<file path="src/rtl/ibex_wb_pkg.sv">
// ============================================================================
// Module   : ibex_wb_pkg
// Brief    : Shared types and helpers for the ID-stage writeback arbiter.
// Revision : 1.0 - initial release
// ============================================================================
`default_nettype none

package ibex_wb_pkg;

    localparam int unsigned WbDataW = 32;
    localparam int unsigned WbAddrW = 5;

    localparam logic [WbAddrW-1:0] RegZero = 5'd0;

    typedef struct packed {
        logic [WbAddrW-1:0] waddr;
        logic [WbDataW-1:0] wdata;
    } wb_req_t;

    typedef enum logic [0:0] {
        LD_IDLE    = 1'b0,
        LD_PENDING = 1'b1
    } ld_sb_state_e;

    // True when a live (non-x0) destination collides with any operand the ID
    // instruction actually uses, covering both RAW and WAW.
    function automatic logic reg_hit(
        input logic [WbAddrW-1:0] addr,
        input logic [WbAddrW-1:0] raddr_a,
        input logic               ra_used,
        input logic [WbAddrW-1:0] raddr_b,
        input logic               rb_used,
        input logic [WbAddrW-1:0] waddr,
        input logic               we
    );
        return (addr != RegZero) &&
               ((ra_used && (addr == raddr_a)) ||
                (rb_used && (addr == raddr_b)) ||
                (we      && (addr == waddr)));
    endfunction

endpackage

`default_nettype wire

</file>
<file path="src/rtl/ibex_wb_arbiter_if.sv">
// ============================================================================
// Module   : ibex_wb_arbiter_if
// Brief    : EX/LSU/ID-facing bus of the writeback arbiter.
// Revision : 1.0 - initial release
// ============================================================================
`default_nettype none

interface ibex_wb_arbiter_if
    import ibex_wb_pkg::*;
#(
    parameter int unsigned DataW = WbDataW,
    parameter int unsigned AddrW = WbAddrW
);
    logic             ex_we_i;
    logic [AddrW-1:0] ex_waddr_i;
    logic [DataW-1:0] ex_wdata_i;
    logic             ex_ready_o;
    logic             ld_issue_i;
    logic [AddrW-1:0] ld_waddr_i;
    logic             lsu_valid_i;
    logic             lsu_err_i;
    logic [DataW-1:0] lsu_wdata_i;
    logic [AddrW-1:0] id_raddr_a_i;
    logic [AddrW-1:0] id_raddr_b_i;
    logic             id_ra_used_i;
    logic             id_rb_used_i;
    logic             id_we_i;
    logic [AddrW-1:0] id_waddr_i;
    logic             stall_hz_o;
    logic             ld_pending_o;
    logic             rf_we_o;
    logic [AddrW-1:0] rf_waddr_o;
    logic [DataW-1:0] rf_wdata_o;

    modport slave (
        input  ex_we_i, ex_waddr_i, ex_wdata_i,
        input  ld_issue_i, ld_waddr_i,
        input  lsu_valid_i, lsu_err_i, lsu_wdata_i,
        input  id_raddr_a_i, id_raddr_b_i, id_ra_used_i, id_rb_used_i,
        input  id_we_i, id_waddr_i,
        output ex_ready_o, stall_hz_o, ld_pending_o,
        output rf_we_o, rf_waddr_o, rf_wdata_o
    );

    modport master (
        output ex_we_i, ex_waddr_i, ex_wdata_i,
        output ld_issue_i, ld_waddr_i,
        output lsu_valid_i, lsu_err_i, lsu_wdata_i,
        output id_raddr_a_i, id_raddr_b_i, id_ra_used_i, id_rb_used_i,
        output id_we_i, id_waddr_i,
        input  ex_ready_o, stall_hz_o, ld_pending_o,
        input  rf_we_o, rf_waddr_o, rf_wdata_o
    );

endinterface

`default_nettype wire

</file>
<file path="src/rtl/ibex_wb_fifo.sv">
// ============================================================================
// Module   : ibex_wb_fifo
// Brief    : Small FIFO of deferred EX writebacks with per-entry visibility.
// Revision : 1.0 - initial release
// ============================================================================
`default_nettype none

module ibex_wb_fifo
    import ibex_wb_pkg::*;
#(
    parameter int unsigned WbBufDepth = 2
) (
    input  logic                                  clk_i,
    input  logic                                  rst_ni,
    input  logic                                  push_i,
    input  wb_req_t                               push_data_i,
    input  logic                                  pop_i,
    output wb_req_t                               head_o,
    output logic                                  full_o,
    output logic                                  empty_o,
    output logic [WbBufDepth-1:0]                 entry_valid_o,
    output logic [WbBufDepth-1:0][WbAddrW-1:0]    entry_addr_o
);

    localparam int unsigned c_ptr_w = $clog2(WbBufDepth);
    localparam int unsigned c_cnt_w = c_ptr_w + 1;

    wb_req_t              r_mem [WbBufDepth];
    logic [c_ptr_w-1:0]   r_wr_ptr;
    logic [c_ptr_w-1:0]   r_rd_ptr;
    logic [c_cnt_w-1:0]   r_count;
    logic                 w_do_push;
    logic                 w_do_pop;

    assign full_o    = (r_count == c_cnt_w'(WbBufDepth));
    assign empty_o   = (r_count == '0);
    assign w_do_push = push_i && !full_o;
    assign w_do_pop  = pop_i && !empty_o;
    assign head_o    = r_mem[r_rd_ptr];

    // Depth is a power of two, so the pointers wrap by natural overflow.
    always_ff @(posedge clk_i or negedge rst_ni) begin
        if (!rst_ni) begin
            r_wr_ptr <= '0;
            r_rd_ptr <= '0;
            r_count  <= '0;
        end else begin
            if (w_do_push) r_wr_ptr <= r_wr_ptr + 1'b1;
            if (w_do_pop)  r_rd_ptr <= r_rd_ptr + 1'b1;
            case ({w_do_push, w_do_pop})
                2'b10:   r_count <= r_count + 1'b1;
                2'b01:   r_count <= r_count - 1'b1;
                default: r_count <= r_count;
            endcase
        end
    end

    always_ff @(posedge clk_i) begin
        if (w_do_push) r_mem[r_wr_ptr] <= push_data_i;
    end

    for (genvar g = 0; g < WbBufDepth; g++) begin : g_entry
        logic [c_ptr_w-1:0] w_off;
        assign w_off            = c_ptr_w'(g) - r_rd_ptr;
        assign entry_valid_o[g] = ({1'b0, w_off} < r_count);
        assign entry_addr_o[g]  = r_mem[g].waddr;
    end

endmodule

`default_nettype wire

</file>
<file path="src/rtl/ibex_wb_arbiter.sv">
// ============================================================================
// Module   : ibex_wb_arbiter
// Brief    : Register-file write-port arbiter (LSU > buffered EX > EX bypass)
//            with single-load scoreboard and load-use / WAW stall.
// Revision : 1.0 - initial release
// ============================================================================
`default_nettype none

module ibex_wb_arbiter
    import ibex_wb_pkg::*;
#(
    parameter int unsigned DataW      = WbDataW,
    parameter int unsigned AddrW      = WbAddrW,
    parameter int unsigned WbBufDepth = 2
) (
    input  logic              clk_i,
    input  logic              rst_ni,
    ibex_wb_arbiter_if.slave  bus
);

    ld_sb_state_e                       r_state;
    ld_sb_state_e                       w_state_nxt;
    logic [AddrW-1:0]                   r_ld_addr;
    logic [AddrW-1:0]                   w_ld_addr_nxt;

    logic                               w_retire;
    logic                               w_lsu_wr;
    logic                               w_ex_acc;
    logic                               w_bypass;
    logic                               w_push;
    logic                               w_pop;
    logic                               w_fifo_full;
    logic                               w_fifo_empty;
    wb_req_t                            w_fifo_head;
    wb_req_t                            w_ex_req;
    logic [WbBufDepth-1:0]              w_entry_valid;
    logic [WbBufDepth-1:0][WbAddrW-1:0] w_entry_addr;

    logic                               w_rf_we;
    logic [AddrW-1:0]                   w_rf_waddr;
    logic [DataW-1:0]                   w_rf_wdata;
    logic                               w_stall;

    // ---------------- load scoreboard ----------------
    always_ff @(posedge clk_i or negedge rst_ni) begin
        if (!rst_ni) begin
            r_state   <= LD_IDLE;
            r_ld_addr <= '0;
        end else begin
            r_state   <= w_state_nxt;
            r_ld_addr <= w_ld_addr_nxt;
        end
    end

    // An issue while a load is still outstanding is dropped unless the old
    // load retires in the same cycle.
    always_comb begin
        w_state_nxt   = r_state;
        w_ld_addr_nxt = r_ld_addr;
        unique case (r_state)
            LD_IDLE: begin
                if (bus.ld_issue_i) begin
                    w_state_nxt   = LD_PENDING;
                    w_ld_addr_nxt = bus.ld_waddr_i;
                end
            end
            LD_PENDING: begin
                if (bus.lsu_valid_i) begin
                    if (bus.ld_issue_i) begin
                        w_ld_addr_nxt = bus.ld_waddr_i;
                    end else begin
                        w_state_nxt = LD_IDLE;
                    end
                end
            end
            default: w_state_nxt = LD_IDLE;
        endcase
    end

    // ---------------- write-port arbitration ----------------
    assign w_retire = (r_state == LD_PENDING) && bus.lsu_valid_i;
    assign w_lsu_wr = w_retire && !bus.lsu_err_i && (r_ld_addr != RegZero);
    assign w_ex_acc = bus.ex_we_i && !w_fifo_full && (bus.ex_waddr_i != RegZero);
    assign w_bypass = w_ex_acc && !w_lsu_wr && w_fifo_empty;
    assign w_push   = w_ex_acc && !w_bypass;
    assign w_pop    = !w_lsu_wr && !w_fifo_empty;

    assign w_ex_req.waddr = bus.ex_waddr_i;
    assign w_ex_req.wdata = bus.ex_wdata_i;

    always_comb begin
        w_rf_we    = 1'b0;
        w_rf_waddr = '0;
        w_rf_wdata = '0;
        if (w_lsu_wr) begin
            w_rf_we    = 1'b1;
            w_rf_waddr = r_ld_addr;
            w_rf_wdata = bus.lsu_wdata_i;
        end else if (w_pop) begin
            w_rf_we    = 1'b1;
            w_rf_waddr = w_fifo_head.waddr;
            w_rf_wdata = w_fifo_head.wdata;
        end else if (w_bypass) begin
            w_rf_we    = 1'b1;
            w_rf_waddr = bus.ex_waddr_i;
            w_rf_wdata = bus.ex_wdata_i;
        end
    end

    ibex_wb_fifo #(
        .WbBufDepth (WbBufDepth)
    ) u_fifo (
        .clk_i         (clk_i),
        .rst_ni        (rst_ni),
        .push_i        (w_push),
        .push_data_i   (w_ex_req),
        .pop_i         (w_pop),
        .head_o        (w_fifo_head),
        .full_o        (w_fifo_full),
        .empty_o       (w_fifo_empty),
        .entry_valid_o (w_entry_valid),
        .entry_addr_o  (w_entry_addr)
    );

    // ---------------- hazard detection ----------------
    // Deliberately independent of ex_we_i to keep the ID controller loop-free.
    always_comb begin
        w_stall = 1'b0;
        if ((r_state == LD_PENDING) && !bus.lsu_valid_i &&
            reg_hit(r_ld_addr, bus.id_raddr_a_i, bus.id_ra_used_i,
                    bus.id_raddr_b_i, bus.id_rb_used_i,
                    bus.id_waddr_i, bus.id_we_i)) begin
            w_stall = 1'b1;
        end
        for (int i = 0; i < int'(WbBufDepth); i++) begin
            if (w_entry_valid[i] &&
                reg_hit(w_entry_addr[i], bus.id_raddr_a_i, bus.id_ra_used_i,
                        bus.id_raddr_b_i, bus.id_rb_used_i,
                        bus.id_waddr_i, bus.id_we_i)) begin
                w_stall = 1'b1;
            end
        end
    end

    assign bus.ex_ready_o   = !w_fifo_full;
    assign bus.ld_pending_o = (r_state == LD_PENDING);
    assign bus.stall_hz_o   = w_stall;
    assign bus.rf_we_o      = w_rf_we;
    assign bus.rf_waddr_o   = w_rf_waddr;
    assign bus.rf_wdata_o   = w_rf_wdata;

endmodule

`default_nettype wire
</file>
<file path="src/flat_wrapper.sv">
// flat-port wrapper written by rule: the top's interface ports become plain ports
module ibex_wb_arbiter_flat import ibex_wb_pkg::*;
#(
    parameter int unsigned DataW      = WbDataW,
    parameter int unsigned AddrW      = WbAddrW,
    parameter int unsigned WbBufDepth = 2
)
  (clk_i, rst_ni, bus_ex_we_i, bus_ex_waddr_i, bus_ex_wdata_i, bus_ld_issue_i, bus_ld_waddr_i, bus_lsu_valid_i, bus_lsu_err_i, bus_lsu_wdata_i, bus_id_raddr_a_i, bus_id_raddr_b_i, bus_id_ra_used_i, bus_id_rb_used_i, bus_id_we_i, bus_id_waddr_i, bus_ex_ready_o, bus_stall_hz_o, bus_ld_pending_o, bus_rf_we_o, bus_rf_waddr_o, bus_rf_wdata_o);
  ibex_wb_arbiter_if #(.DataW(DataW), .AddrW(AddrW)) bus_i ();
  input  logic clk_i;
  input  logic rst_ni;
  input wire logic [$bits(bus_i.ex_we_i)-1:0] bus_ex_we_i;
  input wire logic [$bits(bus_i.ex_waddr_i)-1:0] bus_ex_waddr_i;
  input wire logic [$bits(bus_i.ex_wdata_i)-1:0] bus_ex_wdata_i;
  input wire logic [$bits(bus_i.ld_issue_i)-1:0] bus_ld_issue_i;
  input wire logic [$bits(bus_i.ld_waddr_i)-1:0] bus_ld_waddr_i;
  input wire logic [$bits(bus_i.lsu_valid_i)-1:0] bus_lsu_valid_i;
  input wire logic [$bits(bus_i.lsu_err_i)-1:0] bus_lsu_err_i;
  input wire logic [$bits(bus_i.lsu_wdata_i)-1:0] bus_lsu_wdata_i;
  input wire logic [$bits(bus_i.id_raddr_a_i)-1:0] bus_id_raddr_a_i;
  input wire logic [$bits(bus_i.id_raddr_b_i)-1:0] bus_id_raddr_b_i;
  input wire logic [$bits(bus_i.id_ra_used_i)-1:0] bus_id_ra_used_i;
  input wire logic [$bits(bus_i.id_rb_used_i)-1:0] bus_id_rb_used_i;
  input wire logic [$bits(bus_i.id_we_i)-1:0] bus_id_we_i;
  input wire logic [$bits(bus_i.id_waddr_i)-1:0] bus_id_waddr_i;
  output wire logic [$bits(bus_i.ex_ready_o)-1:0] bus_ex_ready_o;
  output wire logic [$bits(bus_i.stall_hz_o)-1:0] bus_stall_hz_o;
  output wire logic [$bits(bus_i.ld_pending_o)-1:0] bus_ld_pending_o;
  output wire logic [$bits(bus_i.rf_we_o)-1:0] bus_rf_we_o;
  output wire logic [$bits(bus_i.rf_waddr_o)-1:0] bus_rf_waddr_o;
  output wire logic [$bits(bus_i.rf_wdata_o)-1:0] bus_rf_wdata_o;
  assign bus_i.ex_we_i = bus_ex_we_i;
  assign bus_i.ex_waddr_i = bus_ex_waddr_i;
  assign bus_i.ex_wdata_i = bus_ex_wdata_i;
  assign bus_i.ld_issue_i = bus_ld_issue_i;
  assign bus_i.ld_waddr_i = bus_ld_waddr_i;
  assign bus_i.lsu_valid_i = bus_lsu_valid_i;
  assign bus_i.lsu_err_i = bus_lsu_err_i;
  assign bus_i.lsu_wdata_i = bus_lsu_wdata_i;
  assign bus_i.id_raddr_a_i = bus_id_raddr_a_i;
  assign bus_i.id_raddr_b_i = bus_id_raddr_b_i;
  assign bus_i.id_ra_used_i = bus_id_ra_used_i;
  assign bus_i.id_rb_used_i = bus_id_rb_used_i;
  assign bus_i.id_we_i = bus_id_we_i;
  assign bus_i.id_waddr_i = bus_id_waddr_i;
  assign bus_ex_ready_o = bus_i.ex_ready_o;
  assign bus_stall_hz_o = bus_i.stall_hz_o;
  assign bus_ld_pending_o = bus_i.ld_pending_o;
  assign bus_rf_we_o = bus_i.rf_we_o;
  assign bus_rf_waddr_o = bus_i.rf_waddr_o;
  assign bus_rf_wdata_o = bus_i.rf_wdata_o;
  ibex_wb_arbiter #(.DataW(DataW), .AddrW(AddrW), .WbBufDepth(WbBufDepth)) u_core (.clk_i(clk_i), .rst_ni(rst_ni), .bus(bus_i));
endmodule
</file>
<file path="config.mk">
export PLATFORM = sky130hd
export DESIGN_NAME = ibex_wb_arbiter_flat
export DESIGN_NICKNAME = d
export VERILOG_FILES = /design/src/rtl/ibex_wb_pkg.sv /design/src/rtl/ibex_wb_arbiter_if.sv /design/src/rtl/ibex_wb_fifo.sv /design/src/rtl/ibex_wb_arbiter.sv /design/src/flat_wrapper.sv
export SDC_FILE = /design/constraint.sdc
export NUM_CORES = 1
export LEC_CHECK = 0
export ABC_AREA = 1
export BUFFER_PORTS_ARGS = -buffer_cell sky130_fd_sc_hd__buf_2
export CORE_ASPECT_RATIO = 0.8
export CORE_UTILIZATION = 40
export CTS_BUF_LIST = sky130_fd_sc_hd__clkbuf_4 sky130_fd_sc_hd__clkbuf_8
export DETAILED_ROUTE_END_ITERATION = 12
export PLACE_DENSITY_LB_ADDON = 0.25
export SETUP_SLACK_MARGIN = 0.15
export SYNTH_ARGS = -nofsm -noshare
export SYNTH_HDL_FRONTEND = slang
export SYNTH_HIERARCHICAL = 1
export SYNTH_SLANG_ARGS = --single-unit
</file>
<file path="constraint.sdc">
create_clock -name clk_i -period 9.3 [get_ports clk_i]
set_input_delay 0.465 -clock clk_i [delete_from_list [all_inputs] [get_ports clk_i]]
set_output_delay 0.465 -clock clk_i [all_outputs]
set_load 0.01 [all_outputs]
</file>
==> metrics, run 1 <==
Max Cap Viol 0; DRC 0; post-route ant nets 0; fin nets 861; CP Capture Type output port; final worst slack 5.98 ns; WL per Instance 14.2 um; share of layout cells above drive strength 1 28.3%; dpl ws 6.28 ns; H-tree levels 3; crit-path max FO 38; Starting Density 41.0%; sequential share of the synthesized area 49.4%; Die Y 102 um; CP Cell Sequence nor3_2 -> nand3_1 -> nand2_2 -> inv_2 -> nor2_4 -> nand2_1 -> nand3_2 -> buf_2; Non-Filler Instances 938; DR iter-0 viols 296; vias in the first global route 4005; RePlAce Congestion 0.923; Post-Synth XOR/XNOR Area 0.175%; Setup Buffers After CTS 0; mux share of post-synthesis cell area 0%; Synth Area in Compound Gates 2.10%; fin util 48.8%; gr usage total 21.0%; VDD IR-drop max 0.149 mV; Post-Route Setup TNS 0 ns; f_max 301 MHz; commonest non-fill, non-tap cell in the layout nand2_1; post-synthesis adder-cell area fraction 0.250%; Hold Crit Class input port to flip-flop; clk slew on worst S/H paths 0.09 ns; CP bufs+invs 2; dpl cells 921; cell area after synthesis 5010 sq um; RSZ-0062 raised after global routing no; Setup violations, final 0; static leakage 2.99 nW; kind of critical path flip-flop to output port; Gates resized, CTS repair 0; final slew viol count 0; Filler cells 1224; CP max-delay cell nor2_4; Antenna diodes 0; Root Driver clkbuf_8; vias 4447; cts-stage hold buffer count 1; maximum number of pins on one net before global-route repair 40; Mapped Nets 739; crit path DAT 2.85 ns; # rows 36; Worst path top cell family by delay simple AND/OR/NAND/NOR gates; DP Wirelength 9590 um; drt first pass iters 6; final wirelength 13300 um; power density over cell area 265 nW/um^2; Tmin final 3.32 ns; die width 127 um; first-pass GRT wire length 20600 um; worst-skew pair later-pin latency 0.36 ns; largest family of logic cells by synthesized area simple AND/OR/NAND/NOR gates; worst path required time 8.84 ns; hold path depth 1; final hold violations 0; slew margin rel. 22.9%; Area growth syn-to-layout 18.8%; CP Launch Type flip-flop; R2R cell count 12; total clock sinks 84; Crit path depth 8; CTS buffer count 9; simple-gate area share of the yosys netlist 39.9%; CTS Buffer Depth 2; # IOs 139; slowest cell delay on critical path 0.90 ns; Least-Margin Pin Slew 1.15 ns; status finished, final reports clean; post-synth cell types 23; # port buffers 138; final period utilization 35.7%; Die ar. 13000 sq um; Yosys Warn Count 6; Avg Inst Size Synth 7.83 sq um; CORE AREA 12200 sq um; initial antenna violation count 0; Fin Hold WS 0.308 ns; clk_skew 0.00760 ns; GR Overflow Total 0; CTS tree built; Vias/cell 4.74; highest-count cells in the layout ignoring fill and taps nand2_1 (314), buf_2 (138), edfxtp_1 (74), nor2_1 (48), inv_1 (41); Cells after Synth 640; Yosys reg bits 84
[worst register-to-register path: cells and delay by family, from the launching register on]
family | cells | cell delay (ns)
flops | 1 | 0.45
simple gates | 8 | 1.70
buf+inv | 3 | 0.49
fa+ha+maj | 1 | 0.28
[cells in the mapped netlist (all sizes together)]
cell type  count  area [sq um]
a21oi          5          25.0
buf           30           240
dfrtp         10           250
edfxtp        74          2220
ha             1          12.5
inv           45           169
nand2        346          1380
nand3         55           375
nand4          3          18.8
nor2          51           206
nor3           2          15.0
o21ai         16          80.1
or2            1          6.26
xnor2          1          8.76
[routing by layer]
metal  vias to the layer above  share of wire [%]  GRT usage (%)
met5                         -                  0              0
li1                       2261                  -              -
met3                         7                8.2           5.18
met1                      2007                 49           30.4
met4                         0               0.79           4.76
met2                       172                 42           31.7
[logic make-up after synthesis]
kind of cell	after synthesis
AOI/OAI and AO/OA	21
xor gates and xnor gates	1
adders and majority gates	1
buffers and inverters	75
DFF	84
and+or+nand+nor	458
[final timing paths]
kind | startpoint | to | slack (ns)
max | u_core/r_ld_addr[3] | bus_rf_wdata_o[18] | 5.98
min | bus_ex_wdata_i[29] | u_core/u_fifo/r_mem[1][29] | 0.31
max reg2reg | u_core/r_ld_addr[3] | u_core/u_fifo/r_count[1] | 6.27
min reg2reg | u_core/u_fifo/r_wr_ptr | u_core/u_fifo/r_wr_ptr | 0.50
max in group asynchronous | rst_ni | u_core/r_ld_addr[0] | 8.58
min in group asynchronous | rst_ni | u_core/r_ld_addr[4] | 0.50
[final cells by class]
class / count / area, sq um / area share, %
Inverter: 45 / 169 / 2.84
Multi-Input combinational cell: 481 / 2130 / 35.9
Tap cell: 171 / 214 / 3.59
Clock inverter: 7 / 123 / 2.06
Timing Repair Buffer: 141 / 716 / 12.0
Clock buffer: 9 / 124 / 2.08
Sequential cell: 84 / 2470 / 41.5
[through the flow]
| step | area, sq um | total power, mW |
|---|---|---|
| after floorplan | 5010 | 1.07 |
| after CTS | 5950 | 1.59 |
| after detailed placement | 5700 | 1.27 |
| final | 5950 | 1.58 |
| after global routing | 5950 | 1.70 |
| after global placement | 5700 | 1.26 |
[report_power, final]
part	total (mW)	internal (mW)	leakage (nW)	switching (mW)
Sequential	0.555	0.515	0.795	0.0400
Clock	0.314	0.180	0.116	0.134
Combinational	0.709	0.239	2.08	0.470
Total	1.58	0.934	2.99	0.644
[registers in the layout, summed over array words and instances (netlist names)]
register / count
u_core/bus.ld_pending_o: 1
u_core/r_ld_addr: 5
u_core/u_fifo/r_count: 2
u_core/u_fifo/r_mem: 74
u_core/u_fifo/r_rd_ptr: 1
u_core/u_fifo/r_wr_ptr: 1
No activity file was read; power rests on OpenSTA's default activity.
==> run 2, diff against run 1 <==
ABC_AREA = 0   (was 1)
clock period = 3.45 ns   (was 9.3 ns; I/O delays follow)
==> run 2 against run 1 <==
Sequential power grew to 2.8 times the previous value. Synthesized area is 4.8% lower. Final area is 3.7% lower. Sequential share of layout area is 1.6 points higher. Worst setup slack worse by 5.2 ns. Clock skew is 0.0023 ns higher. Via count is 21% lower. Synthesized cell count is 35% lower. Non-clock buffer count is 6 higher. Register-to-register slack worse by 5.5 ns. Die area is 4.7% lower. Largest power group unchanged.
==> metrics, run 2 <==
uppermost layer routed met4; Critical Path Start u_core/r_ld_addr[3]; # rows 35; CORE AREA 11600 sq um; post-synth cell types 31; Synth top cells by count edfxtp_1 (74), nor2_1 (42), a31oi_1 (39); CTS tree built; Tmin final 2.67 ns; RePlAce Congestion 0.940; Worst path top cell family by delay simple AND/OR/NAND/NOR gates; CTS Buffer Depth 2; logic gate share of total power 44.7%; GR Overflow Total 0; static leakage 2.29 nW; total clock sinks 84; cts-stage hold buffer count 1; Synth area leader edfxtp_1; die width 124 um; Root Driver clkbuf_8; CP max-delay cell dfrtp_1; final worst slack 0.776 ns; power density over cell area 750 nW/um^2; top cell type's share of synthesized area 46.6%; maximum number of pins on one net before global-route repair 48; slowest cell delay on critical path 0.48 ns; highest-count cells in the layout ignoring fill and taps buf_2 (138), edfxtp_1 (74), nor2_1 (40), a31oi_1 (39), nor2b_1 (38); most frequent cell after synthesis edfxtp_1; switching part of the total 35.6%; ys async rst share 11.9%; Clk pwr share 19.2%; wl on met1 4780 um; Yosys reg bits 84; cell internal pwr 2.77 mW; Area growth syn-to-layout 20.3%; Least-Margin Pin Slew 0.536 ns; Yosys Warn Count 6; Setup Buffers After CTS 0; Synth area leaders edfxtp_1 (47%), mux2_2 (8.0%), xor2_1 (6.8%); post-route ant nets 0; gr usage total 18.1%; Hold Startpoint bus_ex_wdata_i[7]; met3 routed WL 765 um; CP Cell Sequence or4_1 -> nor2_1 -> or3_2 -> a21boi_0 -> nand2_1 -> nor2_4 -> buf_12; Avg Inst Size Synth 11.5 sq um; clk_skew 0.00991 ns; first-pass GRT wire length 17000 um; commonest non-fill, non-tap cell in the layout buf_2; final slew viol count 0; Mapped Nets 515; final wirelength 10800 um; CTS buffer count 9; final hold violations 0; H-tree levels 3; final period utilization 77.5%; CP Launch Type flip-flop; sequential share of the synthesized area 51.9%; # port buffers 138; worst path required time 3.49 ns; Setup violations, final 0; kind of critical path flip-flop to flip-flop; f_max 374 MHz; fin nets 633; switching power 1.53 mW; vias 3497; RSZ-0062 raised after global routing no; Largest regs u_core/u_fifo/r_mem: 74 flops, u_core/r_ld_addr: 5 flops, u_core/u_fifo/r_count: 2 flops; status finished, final reports clean; DP Wirelength 7680 um; # IOs 139; Cells after Synth 416; Biggest register u_core/u_fifo/r_mem; vias in the first global route 3426; CP bufs+invs 1; met2 wire length 5190 um; worst-skew pair later-pin latency 0.35 ns; Post-Route Setup TNS 0 ns; dpl ws 0.791 ns; Die Y 99.6 um; top_reg_cell synth edfxtp_1; crit-path max FO 24; crit path DAT 2.72 ns; CP Capture Type flip-flop; DR iter-0 viols 259; Max Cap Viol 0; Gates resized, CTS repair 0; total chip power 4.30 mW; Die ar. 12400 sq um; sequential group share of total power 36.1%; Starting Density 41.2%; share of layout cells above drive strength 1 39.0%; Hold Crit Class input port to flip-flop; drt first pass iters 4; cell area after synthesis 4770 sq um; clk slew on worst S/H paths 0.09 ns; Critical R2R Launch u_core/r_ld_addr[3]; WL per Instance 15.8 um; Vias/cell 5.10; VDD IR-drop max 0.313 mV; Post-synth EDFFs 74; initial antenna violation count 0; slew margin rel. 64.3%; Antenna diodes 0; number of flip-flops in the largest register 74; DRC 0
run 2: cell types whose count changed in the layout (fill, tap and decap cells not counted), sizes merged, moves of 14 or more:
cell	previous run	this run
nand3	55	10
nand2	346	3
a31oi	0	39
nor2b	0	39
o21ai	16	2
inv	47	4
mux2	0	42
xor2	0	37
a21oi	5	37
run 2: cell type report:
class | count | area, sq um
Clock buffer | 9 | 124
Clock inverter | 6 | 113
Fill cell | 1066 | 5830
Inverter | 3 | 11.3
Multi-Input combinational cell | 289 | 2040
Sequential cell | 84 | 2470
Tap cell | 148 | 185
Timing Repair Buffer | 147 | 786
run 2: path summary, 6_finish.rpt:
path	to	slack [ns]	cells after the start
max	u_core/u_fifo/r_mem[0][35]	0.78	7
min	u_core/u_fifo/r_mem[1][7]	0.02	1
max reg2reg	u_core/u_fifo/r_mem[0][35]	0.78	7
min reg2reg	u_core/u_fifo/r_wr_ptr	0.56	1
max in group asynchronous	u_core/u_fifo/r_rd_ptr	3.05	2
min in group asynchronous	u_core/r_ld_addr[2]	0.20	2
run 2: cell families after synthesis:
family | share of synthesized area (%)
adders and majority gates | 0.262
xor gates and xnor gates | 9.19
and+or+nand+nor | 12.4
AOI/OAI and AO/OA | 10.1
DFF | 51.9
muxes | 10.6
buffers and inverters | 5.70
run 2: layer usage:
layer | track usage (%) | vias up
met2 | 29.6 | 119
met1 | 24.4 | 1627
met3 | 3.90 | 12
met5 | 0 | -
met4 | 4.58 | 0
li1 | - | 1739
run 2: power by group through the flow:
stage	Combinational [mW]	Sequential (mW)	Clock, mW
finish	1.92	1.55	0.824
floorplan	1.47	1.45	0
global placement	1.92	1.56	0
CTS	1.94	1.56	0.839
detailed placement	1.92	1.58	0
global route	2.13	1.58	0.878
run 2: through the flow:
stage               util [%]  hold slack, ns  cell area [sq um]  instances
floorplan                  -          -0.123               4770        416
global placement        47.5          0.0473               5490        670
detailed placement      47.5          0.0445               5490        670
CTS                     49.6          0.0110               5730        686
global route            49.6          0.0109               5730        686
finish                  49.6          0.0248               5730        686
run 2: worst register-to-register path, cell delays in order, from the launching register on:
cell and delay, ns:
dfrtp_1 0.48, or4_1 0.16, nor2_1 0.04, or3_2 0.48, a21boi_0 0.32, nand2_1 0.21
nor2_4 0.42, buf_12 0.26
==> run 3, diff against run 2 <==
ABC_AREA = 1   (was 0)
clock period = 2.6 ns   (was 3.45 ns; I/O delays follow)
==> run 3 against run 2 <==
Count of clock-buffer cells in the layout stayed put. Sequential power is 28% higher. Global-route usage is 4.1 points higher. Via count is 31% higher. Sequential share of layout area is 4.2 points lower. Die area is 5.0% higher. Non-clock buffer count is 36 higher. Register-to-register slack worse by 0.24 ns.
==> metrics, run 3 (synthesis gave the netlist of run 1 again) <==
status finished, final reports clean; final slew viol count 0; die width 127 um; fin nets 903; Max Cap Viol 0; Vias/cell 4.68; vias in the first global route 4328; DR iter-0 viols 275; maximum number of pins on one net before global-route repair 40; CTS tree built; static leakage 3.17 nW; share of layout cells above drive strength 1 27.6%; RePlAce Congestion 0.938; DRC 0; final period utilization 87.6%; CORE AREA 12200 sq um; initial antenna violation count 0; RSZ-0062 raised after global routing no; post-route ant nets 0; commonest non-fill, non-tap cell in the layout nand2_1; highest-count cells in the layout ignoring fill and taps nand2_1 (314), buf_2 (138), edfxtp_1 (74), nor2_1 (48), inv_1 (41); Tmin final 2.28 ns; first-pass GRT wire length 21800 um; final hold violations 0; final worst slack 0.323 ns; multi-input logic area 2130 sq um; total clock sinks 84; # rows 36; R2R cell count 12; Antenna diodes 0; gr usage total 22.2%; CTS Buffer Depth 2; Starting Density 41.0%; Least-Margin Pin Slew 0.806 ns; crit path DAT 2.15 ns; Critical R2R Launch u_core/r_ld_addr[3]; WL per Instance 14.2 um; crit-path max FO 37; worst path required time 2.47 ns; Design Area, Final 6340 sq um; H-tree levels 3; worst-skew pair later-pin latency 0.36 ns; CTS buffer count 9; Critical Path Start u_core/r_ld_addr[3]; Post-Route Setup TNS 0 ns; hold path depth 1; Die ar. 13000 sq um; Setup Buffers After CTS 0; crit path to bus_rf_wdata_o[2]; Biggest register u_core/u_fifo/r_mem; Setup violations, final 0; Largest regs u_core/u_fifo/r_mem: 74 flops, u_core/r_ld_addr: 5 flops, u_core/u_fifo/r_count: 2 flops; Non-Filler Instances 980; slew margin rel. 45.9%; worst reg2reg setup slack 0.54 ns; clk slew on worst S/H paths 0.09 ns; Die Y 102 um; Area growth syn-to-layout 26.6%; final wirelength 13900 um; reg-to-reg critical path endpoint u_core/u_fifo/r_count[1]; power density over cell area 889 nW/um^2; CP Capture Type output port; f_max 439 MHz; CP Launch Type flip-flop; clk_skew 0.00804 ns; dpl ws 0.570 ns; Root Driver clkbuf_8; vias 4584; Storage cell area 2470 sq um; drt first pass iters 5; number of flip-flops in the largest register 74; dpl cells 928; Placed Instance Area 5760 sq um; kind of critical path flip-flop to output port; GR Overflow Total 0; Hold Crit Class input port to flip-flop; VDD IR-drop max 0.497 mV; DP Wirelength 9830 um; # port buffers 138; # IOs 139; Filler cells 1173
-- run 3: worst min-delay path by stage --
stage / startpoint / end / slack, ns
3_3_place_gp: rst_ni / u_core/r_ld_addr[4] / 0.04
2_1_floorplan: rst_ni / u_core/bus.ld_pending_o / -0.17
5_1_grt: bus_ex_waddr_i[1] / u_core/u_fifo/r_mem[1][33] / 0.003
4_1_cts: bus_ex_waddr_i[1] / u_core/u_fifo/r_mem[1][33] / 0.001
3_5_place_dp: rst_ni / u_core/r_ld_addr[4] / 0.04
6_report: bus_ex_waddr_i[1] / u_core/u_fifo/r_mem[1][33] / 0.01
-- run 3: critical path, cell delays in order (launching register included) --
cell and delay, ns:
dfrtp_1 0.45, nor3_2 0.20, nand3_1 0.15, nand2_2 0.13
nand2_2 0.07, nor2_4 0.11, buf_6 0.35, nand2_1 0.10
nand3_1 0.09, buf_2 0.13
-- run 3: cell type report --
type / instances / area share (%)
Clock inverter: 7 / 1.42
Inverter: 45 / 2.66
Sequential cell: 84 / 39.0
Timing Repair Buffer: 183 / 18.0
Multi-Input combinational cell: 481 / 33.7
Clock buffer: 9 / 1.95
Tap cell: 171 / 3.37
-- run 3: power by group --
| part | switching, mW | total, mW | internal [mW] |
|---|---|---|---|
| Combinational | 1.69 | 2.64 | 0.950 |
| Sequential | 0.146 | 1.98 | 1.84 |
| Clock | 0.478 | 1.02 | 0.538 |
| Total | 2.32 | 5.64 | 3.32 |
-- run 3: per-stage QoR --
| stage | hold slack, ns | power (mW) | util, % |
|---|---|---|---|
| floorplan | -0.166 | 3.83 | - |
| global placement | 0.0389 | 4.58 | 47.2 |
| detailed placement | 0.0400 | 4.62 | 47.2 |
| CTS | 0.00129 | 5.69 | 51.9 |
| global route | 0.00301 | 6.10 | 52.0 |
| finish | 0.0147 | 5.64 | 52.0 |
-- run 3: repair_timing --
item / in CTS / in global routing
setup endpoints to repair: 0 / 37
endpoints found under the hold margin: 78 / 0
hold buffers: 36 / 0
gates resized for setup: 0 / 2
-- run 3: per-layer routing --
layer / vias up / track usage, % / wire length [um]
met1: 2077 / 30.1 / 6570
met2: 151 / 36.7 / 6260
met5: - / 0 / 0
met3: 10 / 4.71 / 881
met4: 0 / 5.49 / 159
li1: 2346 / - / -
